File: src/rtl/tdm_pkg.sv
// Shared definitions for the TDM link: receiver state encoding and default frame geometry.
// The transmitter side reuses the same defaults so both ends agree on the frame shape.
package tdm_pkg;

    localparam int unsigned DefaultNch   = 4;
    localparam int unsigned DefaultWidth = 8;

    typedef enum logic {
        StHunt = 1'b0,
        StLock = 1'b1
    } tdm_state_e;

endpackage

File: src/rtl/tdm_slot_ctr.sv
// Slot index counter for a TDM frame: clear, load-to-1 and increment, with a flag that
// marks the last slot of the frame.
module tdm_slot_ctr
    import tdm_pkg::*;
#(
    parameter int unsigned NCH = DefaultNch,
    parameter int unsigned CW  = $clog2(NCH)
) (
    input  logic          clk_i,
    input  logic          rst_ni,
    input  logic          clr_i,
    input  logic          load1_i,
    input  logic          inc_i,
    output logic [CW-1:0] slot_o,
    output logic          tc_o
);

    localparam logic [CW-1:0] LastSlot = CW'(NCH - 1);

    logic [CW-1:0] slot_d, slot_q;

    // Clear wins over load, load over increment; wrap only happens via clear.
    always_comb begin
        slot_d = slot_q;
        if (clr_i) begin
            slot_d = '0;
        end else if (load1_i) begin
            slot_d = CW'(1);
        end else if (inc_i) begin
            slot_d = slot_q + CW'(1);
        end
    end

    always_ff @(posedge clk_i) begin
        if (!rst_ni) begin
            slot_q <= '0;
        end else begin
            slot_q <= slot_d;
        end
    end

    assign slot_o = slot_q;
    assign tc_o   = (slot_q == LastSlot);

endmodule

File: src/rtl/tdm_demux_rx.sv
// TDM receiver: locks onto the slot-0 sync marker, collects a frame in shadow registers and
// publishes all channels at once with a single-cycle frame strobe.
module tdm_demux_rx
    import tdm_pkg::*;
#(
    parameter int unsigned WIDTH = DefaultWidth,
    parameter int unsigned NCH   = DefaultNch,
    parameter int unsigned CW    = $clog2(NCH)
) (
    input  logic                 clk,
    input  logic                 rst_n,
    input  logic [WIDTH-1:0]     din,
    input  logic                 din_valid,
    input  logic                 fsync,
    output logic [NCH*WIDTH-1:0] dout,
    output logic                 frame_valid,
    output logic                 locked,
    output logic [CW-1:0]        slot,
    output logic                 sync_err
);

    tdm_state_e state_d, state_q;

    logic [NCH-1:0][WIDTH-1:0] shadow_d, shadow_q;
    logic [NCH-1:0][WIDTH-1:0] dout_d, dout_q;
    logic                      frame_valid_d, frame_valid_q;
    logic                      sync_err_d, sync_err_q;

    logic          ctr_clr, ctr_load1, ctr_inc, ctr_tc;
    logic [CW-1:0] slot_q;
    logic          wr_en;
    logic [CW-1:0] wr_idx;
    logic          frame_done;

    tdm_slot_ctr #(
        .NCH (NCH),
        .CW  (CW)
    ) u_slot_ctr (
        .clk_i   (clk),
        .rst_ni  (rst_n),
        .clr_i   (ctr_clr),
        .load1_i (ctr_load1),
        .inc_i   (ctr_inc),
        .slot_o  (slot_q),
        .tc_o    (ctr_tc)
    );

    // Exactly one path fires per valid word, so sync_err and frame_valid are exclusive.
    always_comb begin
        state_d       = state_q;
        ctr_clr       = 1'b0;
        ctr_load1     = 1'b0;
        ctr_inc       = 1'b0;
        wr_en         = 1'b0;
        wr_idx        = '0;
        frame_done    = 1'b0;
        sync_err_d    = 1'b0;
        if (din_valid) begin
            unique case (state_q)
                StHunt: begin
                    if (fsync) begin
                        wr_en     = 1'b1;
                        ctr_load1 = 1'b1;
                        state_d   = StLock;
                    end
                end
                StLock: begin
                    if (slot_q != '0 && !fsync) begin
                        wr_en  = 1'b1;
                        wr_idx = slot_q;
                        if (ctr_tc) begin
                            frame_done = 1'b1;
                            ctr_clr    = 1'b1;
                        end else begin
                            ctr_inc = 1'b1;
                        end
                    end else if (slot_q == '0 && fsync) begin
                        wr_en     = 1'b1;
                        ctr_load1 = 1'b1;
                    end else if (fsync) begin
                        // Early sync: drop the partial frame and restart on this word.
                        sync_err_d = 1'b1;
                        wr_en      = 1'b1;
                        ctr_load1  = 1'b1;
                    end else begin
                        sync_err_d = 1'b1;
                        ctr_clr    = 1'b1;
                        state_d    = StHunt;
                    end
                end
                default: state_d = StHunt;
            endcase
        end
    end

    always_comb begin
        shadow_d = shadow_q;
        if (wr_en) begin
            shadow_d[wr_idx] = din;
        end
    end

    // The last word goes straight to dout; its shadow copy is not needed for this frame.
    always_comb begin
        dout_d        = dout_q;
        frame_valid_d = 1'b0;
        if (frame_done) begin
            dout_d          = shadow_q;
            dout_d[NCH-1]   = din;
            frame_valid_d   = 1'b1;
        end
    end

    always_ff @(posedge clk) begin
        if (!rst_n) begin
            state_q       <= StHunt;
            shadow_q      <= '0;
            dout_q        <= '0;
            frame_valid_q <= 1'b0;
            sync_err_q    <= 1'b0;
        end else begin
            state_q       <= state_d;
            shadow_q      <= shadow_d;
            dout_q        <= dout_d;
            frame_valid_q <= frame_valid_d;
            sync_err_q    <= sync_err_d;
        end
    end

    assign dout        = dout_q;
    assign frame_valid = frame_valid_q;
    assign locked      = (state_q == StLock);
    assign slot        = slot_q;
    assign sync_err    = sync_err_q;

endmodule

File: config.mk
export PLATFORM = sky130hd
export DESIGN_NAME = tdm_demux_rx
export DESIGN_NICKNAME = d
export VERILOG_FILES = /design/src/rtl/tdm_pkg.sv /design/src/rtl/tdm_slot_ctr.sv /design/src/rtl/tdm_demux_rx.sv
export SDC_FILE = /design/constraint.sdc
export NUM_CORES = 1
export LEC_CHECK = 0
export ABC_CLOCK_PERIOD_IN_PS = 1460
export BUFFER_PORTS_ARGS = -buffer_cell sky130_fd_sc_hd__buf_2
export CAP_MARGIN = 0
export CORE_ASPECT_RATIO = 1.4
export CORE_UTILIZATION = 56
export CTS_BUF_LIST = sky130_fd_sc_hd__clkbuf_8
export DETAILED_ROUTE_END_ITERATION = 10
export PLACE_DENSITY = 0.91
export SLEW_MARGIN = 0
export SYNTH_ARGS = -nofsm -noshare
export SYNTH_HDL_FRONTEND = slang
export SYNTH_HIERARCHICAL = 1
export SYNTH_SLANG_ARGS = --single-unit
File: constraint.sdc
create_clock -name clk -period 1.46 [get_ports clk]
set_input_delay 0.292 -clock clk [delete_from_list [all_inputs] [get_ports clk]]
set_output_delay 0.292 -clock clk [all_outputs]
set_load 0.02 [all_outputs]
# --- Yosys cells after proc, flatten, opt, wreduce, memory -nomap -nowiden ---
# Index checks and enable logic that the tools add are counted.
word_totals:
  reg_bits: 69
  input_bits: 12
  out_inout_bits: 37
  elab_cells: 61
classes:
  n_addsub: 1
  n_lt_le_gt_ge: 2
  n_eq_ne: 1
  n_mux: 31
  bitwise_logic: 3
  n_reduce_logical: 10
ops:
  columns: ["operator", "count"]
  rows:
  - ["$bwmux 32", 1]
  - ["$mux 1", 23]
  - ["$demux 8 s2", 1]
  - ["$mux 8", 1]
  - ["$mux 2", 3]
  - ["$pmux 1 s2", 2]
  - ["$reduce_bool 2->1", 2]
  - ["$reduce_or 4->1", 1]
  - ["$logic_and 1x1->1", 3]
  - ["$lt 2x3->1 const B", 1]
  - ["$not 1->1", 3]
  - ["$reduce_or 3->1", 1]
  - ["$add 2x1->2 const B", 1]
  - ["$eq 2x2->1 const B", 1]
  - ["$ge 2x1->1 const B", 1]
  - ["$logic_not 2->1", 1]
  - ["$reduce_or 2->1", 1]
  - ["$logic_not 1->1", 1]

# --- Logic depth before layout (Yosys ltp) ---
# Gate-level depths: netlist of the first run.
logic_depth:
  depth_word: 10
  ltp_mapped: 5
  mapped_depth_nobuf: 5

# --- Hierarchy ---
# The synthesis of the first run kept the hierarchy.
modules_own_cells:
  columns: ["module", "n_inst", "cells_each", "area_each_um2", "seq_area_each_um2"]
  rows:
  - ["tdm_demux_rx", 1, 225, 2244.7, 1181.1]
  - ["tdm_slot_ctr", 1, 9, 96.3, 40.0]

# --- Worst setup path after synthesis of the first run ---
# Ideal clock, no wire load.
synth_timing:
  path_type: "register to register"
  start: "register u_slot_ctr.slot_q[0] (netlist: u_slot_ctr/slot_o[0])"
  end: "register dout_q, in the netlist dout[25]"
  t_arrival_ns: 1.364
  t_required_ns: 1.388
  setup_slack_ns: 0.024
  stages_incl_launch_ff: 6
  path_buffers: 2
  period_less_slack_ns: 1.436
  cell_sequence: "dfxtp_1 > ha_1 > nor3b_2 > buf_6 > buf_8 > mux2i_1"
synth_between:
  elab_chain_cells: 5
synth_lines:
  columns: ["item", "line_no", "source"]
  rows:
  - ["start, declared", "tdm_slot_ctr.sv:20", "logic [CW-1:0] slot_d, slot_q;"]
  - ["start signal, assigned", "tdm_slot_ctr.sv:38", "slot_q <= slot_d;"]
  - ["$eq 2x2->1", "tdm_slot_ctr.sv:43", "assign tc_o = (slot_q == LastSlot);"]
  - ["named net ctr_tc", "tdm_demux_rx.sv:29", "logic ctr_clr, ctr_load1, ctr_inc, ctr_tc;"]
  - ["$mux 1", "tdm_demux_rx.sv:71", "if (ctr_tc) begin"]
  - ["$mux 1", "tdm_demux_rx.sv:68", "if (slot_q != '0 && !fsync) begin"]
  - ["$mux 1", "tdm_demux_rx.sv:59", "unique case (state_q)"]
  - ["$mux 1", "tdm_demux_rx.sv:58", "if (din_valid) begin"]
  - ["end signal, assigned", "tdm_demux_rx.sv:124", "dout_q <= dout_d;"]
  - ["end, declared", "tdm_demux_rx.sv:25", "logic [NCH-1:0][WIDTH-1:0] dout_d, dout_q;"]
# The timed path passes the listed nets, and every way through them passes these cells.
# A chain may end at the register's enable or synchronous reset.

# --- Worst setup path after layout of the first run ---
layout_timing:
  start: "register state_q (netlist: locked)"
  end: "register dout_q, in the netlist dout[1]"
layout_between:
  elab_chain_cells: 2
layout_lines:
  columns: ["item", "line_no", "source"]
  rows:
  - ["start, declared", "tdm_demux_rx.sv:22", "tdm_state_e state_d, state_q;"]
  - ["start signal, assigned", "tdm_demux_rx.sv:116", "state_q <= StHunt;"]
  - ["start signal, assigned", "tdm_demux_rx.sv:122", "state_q <= state_d;"]
  - ["$mux 1", "tdm_demux_rx.sv:59", null]
  - ["$mux 1", "tdm_demux_rx.sv:58", null]
# Every way passes these cells.

==> reports/results.ini, run 1 <==
[place]
place_inst = 320
io_buffer_count = 48
dpl.hpwl_um = 3226
gp_congestion = 0.8016

[layout]
diodes = 0
syn_to_final_growth_pct = 24.05
layout.nets = 308
layout_commonest_cell = nand2_1
drive_above_1_share = 0.2833
seq_area_mm2 = 0.001232
stdcell_count = 343
mostFrequentLayoutCells = nand2_1 (81), dfxtp_1 (58), mux2i_1 (49), buf_2 (48), buf_4 (11)
fillCellCount = 252
multi_input_area_mm2 = 0.001031

[power_and_ir_drop]
irDropWorstVdd_uv = 940.7
power.leakage_uw = 0.001205
power_density_mw_per_mm2 = 1041

[sta]
max_freq_ghz = 0.7124
period_needed_ns = 1.404
max_slew_margin = 0.7361
skew_ns = 0.003857
tightest_slew_ns = 0.3928
finalMaxSlewViolations = 0
hold_violations = 0
setup_viol_count_final = 0
timing.final.crit_share = 0.9614
hold-worst-slack_ns = 0.2314

[critical_path]
cp.arrival_ns = 1.66
cp_max_fo = 9
critPathKind = reg -> reg
start_kind = flop
cpPeakStageDelay_ns = 0.37
path_cells = nand3b_4 -> nor3b_4 -> buf_6 -> bufbuf_16 -> mux2i_1
end_kind = flop
cpMaxStageDelayCell = dfxtp_4
cp.required_ns = 1.72

[clocking]
clk_latency_ns = 0.33
cts_tree = built
clk_pin_slew_ns = 0.06
cts_max_level = 3
cts_buffers = 9
hold_buffers = 0
clkSinkCount = 61
clk_path_buf_depth = 2
root_buffer = clkbuf_8

[routing]
post_drt_wl_per_cell_um = 14.89
drt_iter0_markers = 66
drc = 0
vias = 1817
dr.pass1.iters = 4
ant_nets = 0
avgViaCountPerCell = 5.297
wirelength_um = 5107

[logic_synthesis]
synth_cells = 234
yosys_warnings = 6
synth_top_family_by_area = multiplexers
synth-edff-count = 0
synthMuxAreaShare = 0.2095
synth_top_area_frac = 0.5216
syn_nets = 247
synth_area_mm2 = 0.002341
synth-xor-area-share = 0.007483
synth_cell_types = 26
synth.area.top_cells = dfxtp_1 (52%), mux2i_1 (21%), nand2_1 (13%)
async_flop_share = 0
syn-mean-instance-area_um2 = 10.00
synthFlopType = dfxtp_1
synth_fa_ha_area_frac = 0.005345
synth_compound_area_frac = 0.03421
yosys.area.top_type = dfxtp_1
ys_ff_latch = 61
ys_seq_area_frac = 0.5216
synthSimpleGateAreaFrac = 0.1705

[global_routing]
grt_pass1_vias = 1729
grt_pass1_wl_um = 7803
grt_overflow = 0
grt_use_total = 0.2361
antenna_found_initial = 0
grt_max_degree = 37

[floorplan]
die_width_um = 56.65
rows = 27
die_area_mm2 = 0.004447
dieHeight_um = 78.50
start_util = 0.5923
core-area_mm2 = 0.003953
ios = 49

[flow_run]
drv_cap = 0

[hold_path]
hold_path_class = in -> reg

[run_status]
status = finished, final reports clean

[worst max-delay path: cells and delay by family (launching register included)]
family	cells	cell delay, ns
buffers and inverters	2	0.41
flip-flops	1	0.37
multiplexers	1	0.20
AND/OR/NAND/NOR	2	0.35
[registers in the layout, summed over array words and instances, names as in the netlist]
name	flops
dout	32
locked	1
u_slot_ctr/slot_o	2
sync_err	1
shadow_q	24
frame_valid	1
[cell usage after synthesis, types with 2 or more instances]
cell type and count:
xnor2_1 2, a21boi_0 9, buf_12 2, buf_4 2, dfxtp_1 61, mux2i_1 49, clkbuf_1 6, nor3b_1 2
nor2_1 4, nand2_1 81
[logic make-up (layout without fill, tap and decap cells)]
family,count (synthesis),after routing
buffers and inverters,16,82
AND/OR/NAND/NOR,94,94
XOR/XNOR,2,2
adder cells (fa/ha/maj),1,1
AO/OA/AOI/OAI,11,11
flip-flops,61,61
multiplexers,49,49
[per-stage QoR]
step | util | area [um2] | setup WS [ns] | TNS (ns) | power, uW
after floorplan | - | 2341 | 0.02387 | 0 | 1807
after global placement | 0.6689 | 2644 | 0.06393 | 0 | 1863
after detailed placement | 0.6689 | 2644 | -0.01281 | -0.02365 | 1869
after CTS | 0.7214 | 2851 | 0.01249 | 0 | 3042
after global routing | 0.7347 | 2904 | -0.03093 | -0.03356 | 3128
final | 0.7347 | 2904 | 0.05631 | 0 | 3022
[layer usage]
metal | up-vias | part of all wire | track usage
met5 | - | 0 | 0
met4 | 0 | 0.029 | 0.1659
met3 | 17 | 0.041 | 0.05766
met2 | 58 | 0.54 | 0.4024
met1 | 854 | 0.39 | 0.2508
li1 | 888 | - | -
[worst paths after layout]
check	from	endpoint	slack [ns]	depth (start not counted)
worst min register to register	dout[28]	dout[28]	0.45	2
worst max register to register	locked	dout[1]	0.06	5
worst min-delay path	din[0]	shadow_q[0]	0.23	3
worst max-delay path	locked	dout[1]	0.06	5
[what timing repair did]
item | 4_1_cts | 5_1_grt
pin swaps | 0 | 1
gates cloned | 1 | 0
buffers inserted | 2 | 4
resized for setup | 4 | 6
hold endpoints to repair | 0 | 0
setup endpoints to repair | 4 | 11
[area by class of cell]
type | instances | area share
inverters | 2 | 0.002585
flip-flops and latches | 61 | 0.4244
well taps | 43 | 0.01853
multi-input cells | 157 | 0.3550
clock buffers | 9 | 0.04265
clock inverters | 7 | 0.009910
repair buffers | 64 | 0.1469
[where the power goes]
part           switching (uW)  internal, uW  leakage (uW)
Sequential               11.6          1680      0.000495
Combinational            96.8          56.7      0.000612
Clock                     602           578     0.0000992
No activity file was read; power rests on OpenSTA's default activity.
==> inputs of run 2 (changes only) <==
--- a/config.mk
+++ b/config.mk
@@ -5,14 +5,15 @@
 export SDC_FILE = /design/constraint.sdc
 export NUM_CORES = 1
 export LEC_CHECK = 0
-export ABC_CLOCK_PERIOD_IN_PS = 1460
-export BUFFER_PORTS_ARGS = -buffer_cell sky130_fd_sc_hd__buf_2
+export ABC_CLOCK_PERIOD_IN_PS = 1400
 export CAP_MARGIN = 0
 export CORE_ASPECT_RATIO = 1.4
-export CORE_UTILIZATION = 56
+export CORE_UTILIZATION = 65
 export CTS_BUF_LIST = sky130_fd_sc_hd__clkbuf_8
 export DETAILED_ROUTE_END_ITERATION = 10
+export DONT_BUFFER_PORTS = 1
 export PLACE_DENSITY = 0.91
+export REMOVE_ABC_BUFFERS = 1
 export SLEW_MARGIN = 0
 export SYNTH_ARGS = -nofsm -noshare
 export SYNTH_HDL_FRONTEND = slang
==> constraint.sdc (replaced) <==
create_clock -name clk -period 1.4 [get_ports clk]
set_input_delay 0.28 -clock clk [delete_from_list [all_inputs] [get_ports clk]]
set_output_delay 0.28 -clock clk [all_outputs]
set_load 0.02 [all_outputs]
==> run 2 against run 1 <==
Effect of this change:
- first-iteration DRC count up 1.5%
- count of clock-buffer cells in the layout up 2
- critical path depth down 1
- non-clock buffer count down 47
- critical endpoint is now u_slot_ctr/slot_o[1]
- largest cell class unchanged
==> reports/results.ini, run 2 (synthesized netlist as in run 1, its figures left out) <==
[hold_path]
holdCritStartpoint = din[5]  ; was din[0]
hold_path_class = in -> reg  ; unchanged

[power_and_ir_drop]
combPwrFrac = 0.030  ; was 0.051
irDropWorstVdd_uv = 1013  ; was 940.7 uV
power.leakage_uw = 0.0009470  ; was 0.001205 uW
switching_share = 0.2139  ; was 0.2350
p_int_uw = 2498  ; was 2312 uW
netSwitchingPower_uw = 679.8  ; was 710.1 uW
seqPwrFrac = 0.555  ; was 0.559
power_density_mw_per_mm2 = 1202  ; was 1041 mW/mm2
clockPowerShare = 0.415  ; was 0.390
finalPower_uw = 3178  ; was 3022 uW

[sta]
setup_viol_count_final = 0  ; unchanged
skew_ns = 0.007514  ; was 0.003857 ns
rsz0062_at_grt = yes
max_freq_ghz = 0.7186  ; was 0.7124 GHz
period_needed_ns = 1.392  ; was 1.404 ns
timing.final.crit_share = 0.9940  ; was 0.9614
setup_ws_ns = 0.008365  ; was 0.05631 ns
tightest_slew_ns = 0.4089  ; was 0.3928 ns
max_slew_margin = 0.7253  ; was 0.7361
finalMaxSlewViolations = 0  ; unchanged
hold_violations = 0  ; unchanged

[place]
gp_congestion = 0.7284  ; was 0.8016
place_inst = 272  ; was 320
io_buffer_count = 0  ; was 48
dpl.hpwl_um = 2813  ; was 3226 um
place_ws_ns = -0.01471  ; was -0.01281 ns

[layout]
layout.nets = 261  ; was 308
largest_reg_flops = 32  ; unchanged
stdcell_count = 291  ; was 343
diodes = 0  ; unchanged
fillCellCount = 208  ; was 252
syn_to_final_growth_pct = 12.93  ; was 24.05%
drive_above_1_share = 0.1554  ; was 0.2833
layout_commonest_cell = nand2_1  ; unchanged
mostFrequentLayoutCells = nand2_1 (81), dfxtp_1 (59), mux2i_1 (48), clkbuf_8 (11), buf_4 (11)  ; was nand2_1 (81), dfxtp_1 (58), mux2i_1 (49), buf_2 (48), buf_4 (11)

[floorplan]
ios = 49  ; unchanged
start_util = 0.6866  ; was 0.5923
core-area_mm2 = 0.003410  ; was 0.003953 mm2
dieHeight_um = 73.01  ; was 78.50 um
die_area_mm2 = 0.003849  ; was 0.004447 mm2
die_width_um = 52.72  ; was 56.65 um
rows = 25  ; was 27

[routing]
dr.pass1.iters = 4  ; unchanged
wirelength_um = 4767  ; was 5107 um
post_drt_wl_per_cell_um = 16.38  ; was 14.89 um
ant_nets = 0  ; unchanged
avgViaCountPerCell = 5.608  ; was 5.297
drc = 0  ; unchanged
drt_iter0_markers = 67  ; was 66
vias = 1632  ; was 1817

[global_routing]
grt_max_degree = 77  ; was 37
grt_overflow = 0  ; unchanged
antenna_found_initial = 0  ; unchanged
grt_use_total = 0.2752  ; was 0.2361
grt_pass1_vias = 1589  ; was 1729
grt_pass1_wl_um = 7403  ; was 7803 um

[critical_path]
cp_max_fo = 5  ; was 9
cp.arrival_ns = 1.60  ; was 1.66 ns
start_kind = flop  ; unchanged
cp.required_ns = 1.61  ; was 1.72 ns
end_kind = flop  ; unchanged
critPathKind = reg -> reg  ; unchanged
reg2reg_slack_ns = 0.008  ; was 0.06 ns
r2r_start = u_slot_ctr/slot_o[0]  ; was locked
startpoint = u_slot_ctr/slot_o[0]  ; was locked

[run_status]
status = finished, final reports clean  ; unchanged

[clocking]
clk_path_buf_depth = 2  ; unchanged
cts_max_level = 3  ; unchanged
clkSinkCount = 61  ; unchanged
root_buffer = clkbuf_8  ; unchanged
clk_latency_ns = 0.33  ; about the same
clk_pin_slew_ns = 0.07  ; was 0.06 ns
cts_tree = built  ; unchanged
cts_buffers = 9  ; unchanged

[flow_run]
drv_cap = 0  ; unchanged

## run 2: changes by cell type in the layout (fill, tap and decap cells not counted)
cell | previous run | this run
buf_12 | 3 | 1
buf_2 | 48 | 0
buf_6 | 1 | 4
buf_8 | 0 | 1
bufbuf_16 | 1 | 0
clkbuf_8 | 9 | 11
dfxtp_1 | 58 | 59
dfxtp_2 | 0 | 1
dfxtp_4 | 3 | 1
inv_1 | 6 | 2
mux2i_1 | 49 | 48
mux2i_2 | 0 | 1
nor2_1 | 3 | 4
nor2_2 | 1 | 0
## run 2: what timing repair did
action | CTS | global route
hold buffers | 0 | 0
endpoints found under the setup margin | 20 | 31
resized for setup | 9 | 6
pin swaps | 0 | 0
cloned | 3 | 0
setup buffers | 2 | 0
## run 2: final timing paths
kind                                        endpoint  depth (start not counted)
worst max-delay path            u_slot_ctr/slot_o[1]                          4
worst min-delay path                     shadow_q[5]                          2
worst max register to register  u_slot_ctr/slot_o[1]                          4
worst min register to register               dout[6]                          2
## run 2: final cells by class
type | count | area [um2] | share of cell area
Clock inverter | 3 | 13.76 | 0.005206
Multi-Input combinational cell | 157 | 1032 | 0.3904
Tap cell | 40 | 50.05 | 0.01893
Clock buffer | 11 | 151.4 | 0.05726
Timing Repair Buffer | 17 | 162.7 | 0.06152
Sequential cell | 61 | 1226 | 0.4638
Inverter | 2 | 7.507 | 0.002840
## run 2: worst max-delay path, cell delays in order (launching register included)
cell and delay, ns:
dfxtp_4 0.37, ha_4 0.17, nor3_1 0.38, mux2i_1 0.28, nor3_2 0.07
## run 2: stage by stage
| stage | hold slack [ns] | utilization | area [um2] | setup TNS [ns] |
|---|---|---|---|---|
| 2_1_floorplan | 0.3976 | - | 2228 | -58.79 |
| 3_3_place_gp | 0.4040 | 0.7031 | 2397 | 0 |
| 3_5_place_dp | 0.4160 | 0.7031 | 2397 | -0.01471 |
| 4_1_cts | 0.06568 | 0.7673 | 2616 | 0 |
| 5_1_grt | 0.08254 | 0.7754 | 2644 | -0.09494 |
| 6_report | 0.09236 | 0.7754 | 2644 | 0 |
## run 2: metal layers
| metal | up-vias | track usage | part of all wire |
|---|---|---|---|
| met2 | 55 | 0.4332 | 0.51 |
| met3 | 13 | 0.09375 | 0.061 |
| met1 | 767 | 0.3069 | 0.40 |
| li1 | 797 | - | - |
| met4 | 0 | 0.1842 | 0.029 |
| met5 | - | 0 | 0 |
## run 2: power groups by stage
stage	Sequential (uW)	Clock, uW	Combinational [uW]
3_5_place_dp	1800	0	90.5
6_report	1760	1320	94.1
5_1_grt	1770	1420	103
2_1_floorplan	1800	0	53.6
3_3_place_gp	1800	0	86.4
4_1_cts	1760	1340	91.5
==> inputs of run 3 (changes only) <==
--- a/config.mk
+++ b/config.mk
@@ -14,6 +14,7 @@
 export DONT_BUFFER_PORTS = 1
 export PLACE_DENSITY = 0.91
 export REMOVE_ABC_BUFFERS = 1
+export SETUP_SLACK_MARGIN = 0.3
 export SLEW_MARGIN = 0
 export SYNTH_ARGS = -nofsm -noshare
 export SYNTH_HDL_FRONTEND = slang
==> run 3 against run 2 <==
Effect of this change:
- final area increased by 5.3%
- cell count grew 2.4%
- critical path type unchanged
- core utilization increased by 4.1 points
- sequential cell count is the same
- clock power barely moved
- clock skew rose by 0.0018 ns
- critical path depth rose by 1
- largest cell class unchanged
- sequential power is essentially flat
- register-to-register slack improved by 0.02 ns
- first-iteration DRC count fell by 22%
==> reports/results.ini, run 3 (synthesized netlist as in run 1, its figures left out) <==
[routing]
avgViaCountPerCell = 5.779  ; was 5.608
dr.pass1.iters = 4  ; unchanged
vias = 1722  ; was 1632
ant_nets = 0  ; unchanged
drc = 0  ; unchanged
post_drt_wl_per_cell_um = 17.72  ; was 16.38 um
drt_iter0_markers = 52  ; was 67
wirelength_um = 5280  ; was 4767 um

[layout]
final_core_util = 0.8165  ; was 0.7754
stdcell_area_mm2 = 0.002784  ; was 0.002644 mm2
largest_reg_flops = 32  ; unchanged
diodes = 0  ; unchanged
syn_to_final_growth_pct = 18.92  ; was 12.93%
layout.nets = 268  ; was 261
layout_commonest_cell = nand2_1  ; unchanged
mostFrequentLayoutCells = nand2_1 (81), dfxtp_1 (55), mux2i_1 (48), buf_4 (12), clkbuf_8 (11)  ; was nand2_1 (81), dfxtp_1 (59), mux2i_1 (48), clkbuf_8 (11), buf_4 (11)
drive_above_1_share = 0.2248  ; was 0.1554

[clocking]
root_buffer = clkbuf_8  ; unchanged
hold_buffers = 0  ; unchanged
clk_latency_ns = 0.33  ; about the same
cts_buffers = 9  ; unchanged
cts_tree = built  ; unchanged
clkSinkCount = 61  ; unchanged
cts_max_level = 3  ; unchanged
clk_pin_slew_ns = 0.06  ; was 0.07 ns
clk_path_buf_depth = 2  ; unchanged

[critical_path]
end_kind = flop  ; unchanged
cp_max_fo = 4  ; was 5
critPathTopFamily = flip-flops  ; was simple AND/OR/NAND/NOR gates
reg2reg_slack_ns = 0.03  ; was 0.008 ns
cpMaxStageDelayCell = dfxtp_4  ; was nor3_1
critPathKind = reg -> reg  ; unchanged
worst-path-stages = 5  ; was 4
timing.critical_path.buf_inv = 1  ; was 0
cp.arrival_ns = 1.59  ; was 1.60 ns
reg2reg_depth = 5  ; was 4
start_kind = flop  ; unchanged
cpPeakStageDelay_ns = 0.37  ; was 0.38 ns
path_cells = ha_4 -> buf_4 -> nor3_4 -> mux2i_1 -> nor3_2  ; was ha_4 -> nor3_1 -> mux2i_1 -> nor3_2
cp.required_ns = 1.61  ; about the same

[floorplan]
die_width_um = 52.72  ; unchanged
core-area_mm2 = 0.003410  ; unchanged
start_util = 0.6866  ; unchanged
die_area_mm2 = 0.003849  ; unchanged
rows = 25  ; unchanged
dieHeight_um = 73.01  ; unchanged
ios = 49  ; unchanged

[sta]
setup_viol_count_final = 0  ; unchanged
max_freq_ghz = 0.7274  ; was 0.7186 GHz
skew_ns = 0.009283  ; was 0.007514 ns
finalMaxSlewViolations = 0  ; unchanged
max_slew_margin = 0.7518  ; was 0.7253
period_needed_ns = 1.375  ; was 1.392 ns
timing.final.crit_share = 0.9819  ; was 0.9940
tightest_slew_ns = 0.3700  ; was 0.4089 ns
hold_violations = 0  ; unchanged
rsz0062_at_grt = yes  ; unchanged
hold-worst-slack_ns = 0.09624  ; was 0.09236 ns

[place]
gp_congestion = 0.7284  ; unchanged
io_buffer_count = 0  ; unchanged
dpl.hpwl_um = 2813  ; unchanged
place_area_mm2 = 0.002397  ; unchanged

[power_and_ir_drop]
irDropWorstVdd_uv = 1028  ; was 1013 uV
power.leakage_uw = 0.001007  ; was 0.0009470 uW
power_density_mw_per_mm2 = 1154  ; was 1202 mW/mm2

[global_routing]
grt_overflow = 0  ; unchanged
grt_pass1_vias = 1737  ; was 1589
grt_pass1_wl_um = 8128  ; was 7403 um
grt_use_total = 0.3011  ; was 0.2752
antenna_found_initial = 0  ; unchanged
grt_max_degree = 77  ; unchanged

[run_status]
status = finished, final reports clean  ; unchanged

[hold_path]
hold_path_class = in -> reg  ; unchanged
holdPathStages = 2  ; unchanged

[flow_run]
drv_cap = 0  ; unchanged

[run 3: cell types whose count changed in the layout (fill, tap and decap cells not counted), sizes merged]
cell  previous run  this run
buf             17        24
[run 3: what timing repair did]
action	4_1_cts	5_1_grt
pin swaps	4	2
setup endpoints to repair	56	58
gates resized for setup	27	12
setup buffers	6	3
cloned	3	0
[run 3: report_power, final]
group	total (uW)	internal (uW)	switching [uW]
logic	127	58.8	67.8
clock network	1320	706	616
registers	1760	1750	13.6
[run 3: final cells by class]
class	count	area [um2]
inverters	2	7.507
flip-flops and latches	61	1234
clock buffers	11	151.4
clock inverters	3	13.76
fillers	202	625.6
well taps	40	50.05
repair buffers	24	237.7
multi-input cells	157	1090
[run 3: path summary, 6_finish.rpt]
check / start / to
worst max-delay path: u_slot_ctr/slot_o[1] / u_slot_ctr/slot_o[1]
worst min-delay path: din[4] / shadow_q[4]
worst max register to register: u_slot_ctr/slot_o[1] / u_slot_ctr/slot_o[1]
worst min register to register: shadow_q[1] / dout[1]
[run 3: per-stage QoR]
| step | cells | setup TNS [ns] | power (uW) | setup WS [ns] |
|---|---|---|---|---|
| CTS | 295 | 0 | 3208 | 0.1019 |
| finish | 298 | 0 | 3212 | 0.02529 |
| global placement | 272 | 0 | 1886 | 0.06043 |
| global route | 298 | -0.07810 | 3319 | -0.02246 |
| detailed placement | 272 | -0.01471 | 1891 | -0.01471 |
| floorplan | 220 | -58.79 | 1859 | -1.549 |
[run 3: worst reg2reg max path: stages, from the launching register on]
cell	delay [ns]
dfxtp_4	0.37
ha_4	0.17
buf_4	0.14
nor3_4	0.24
mux2i_1	0.27
nor3_2	0.07
[run 3: metal layers]
layer,vias up,global-route usage,share of wire
li1,815,-,-
met1,819,0.3241,0.39
met2,70,0.4810,0.52
met3,18,0.1083,0.058
met4,0,0.2047,0.032
met5,-,0,0
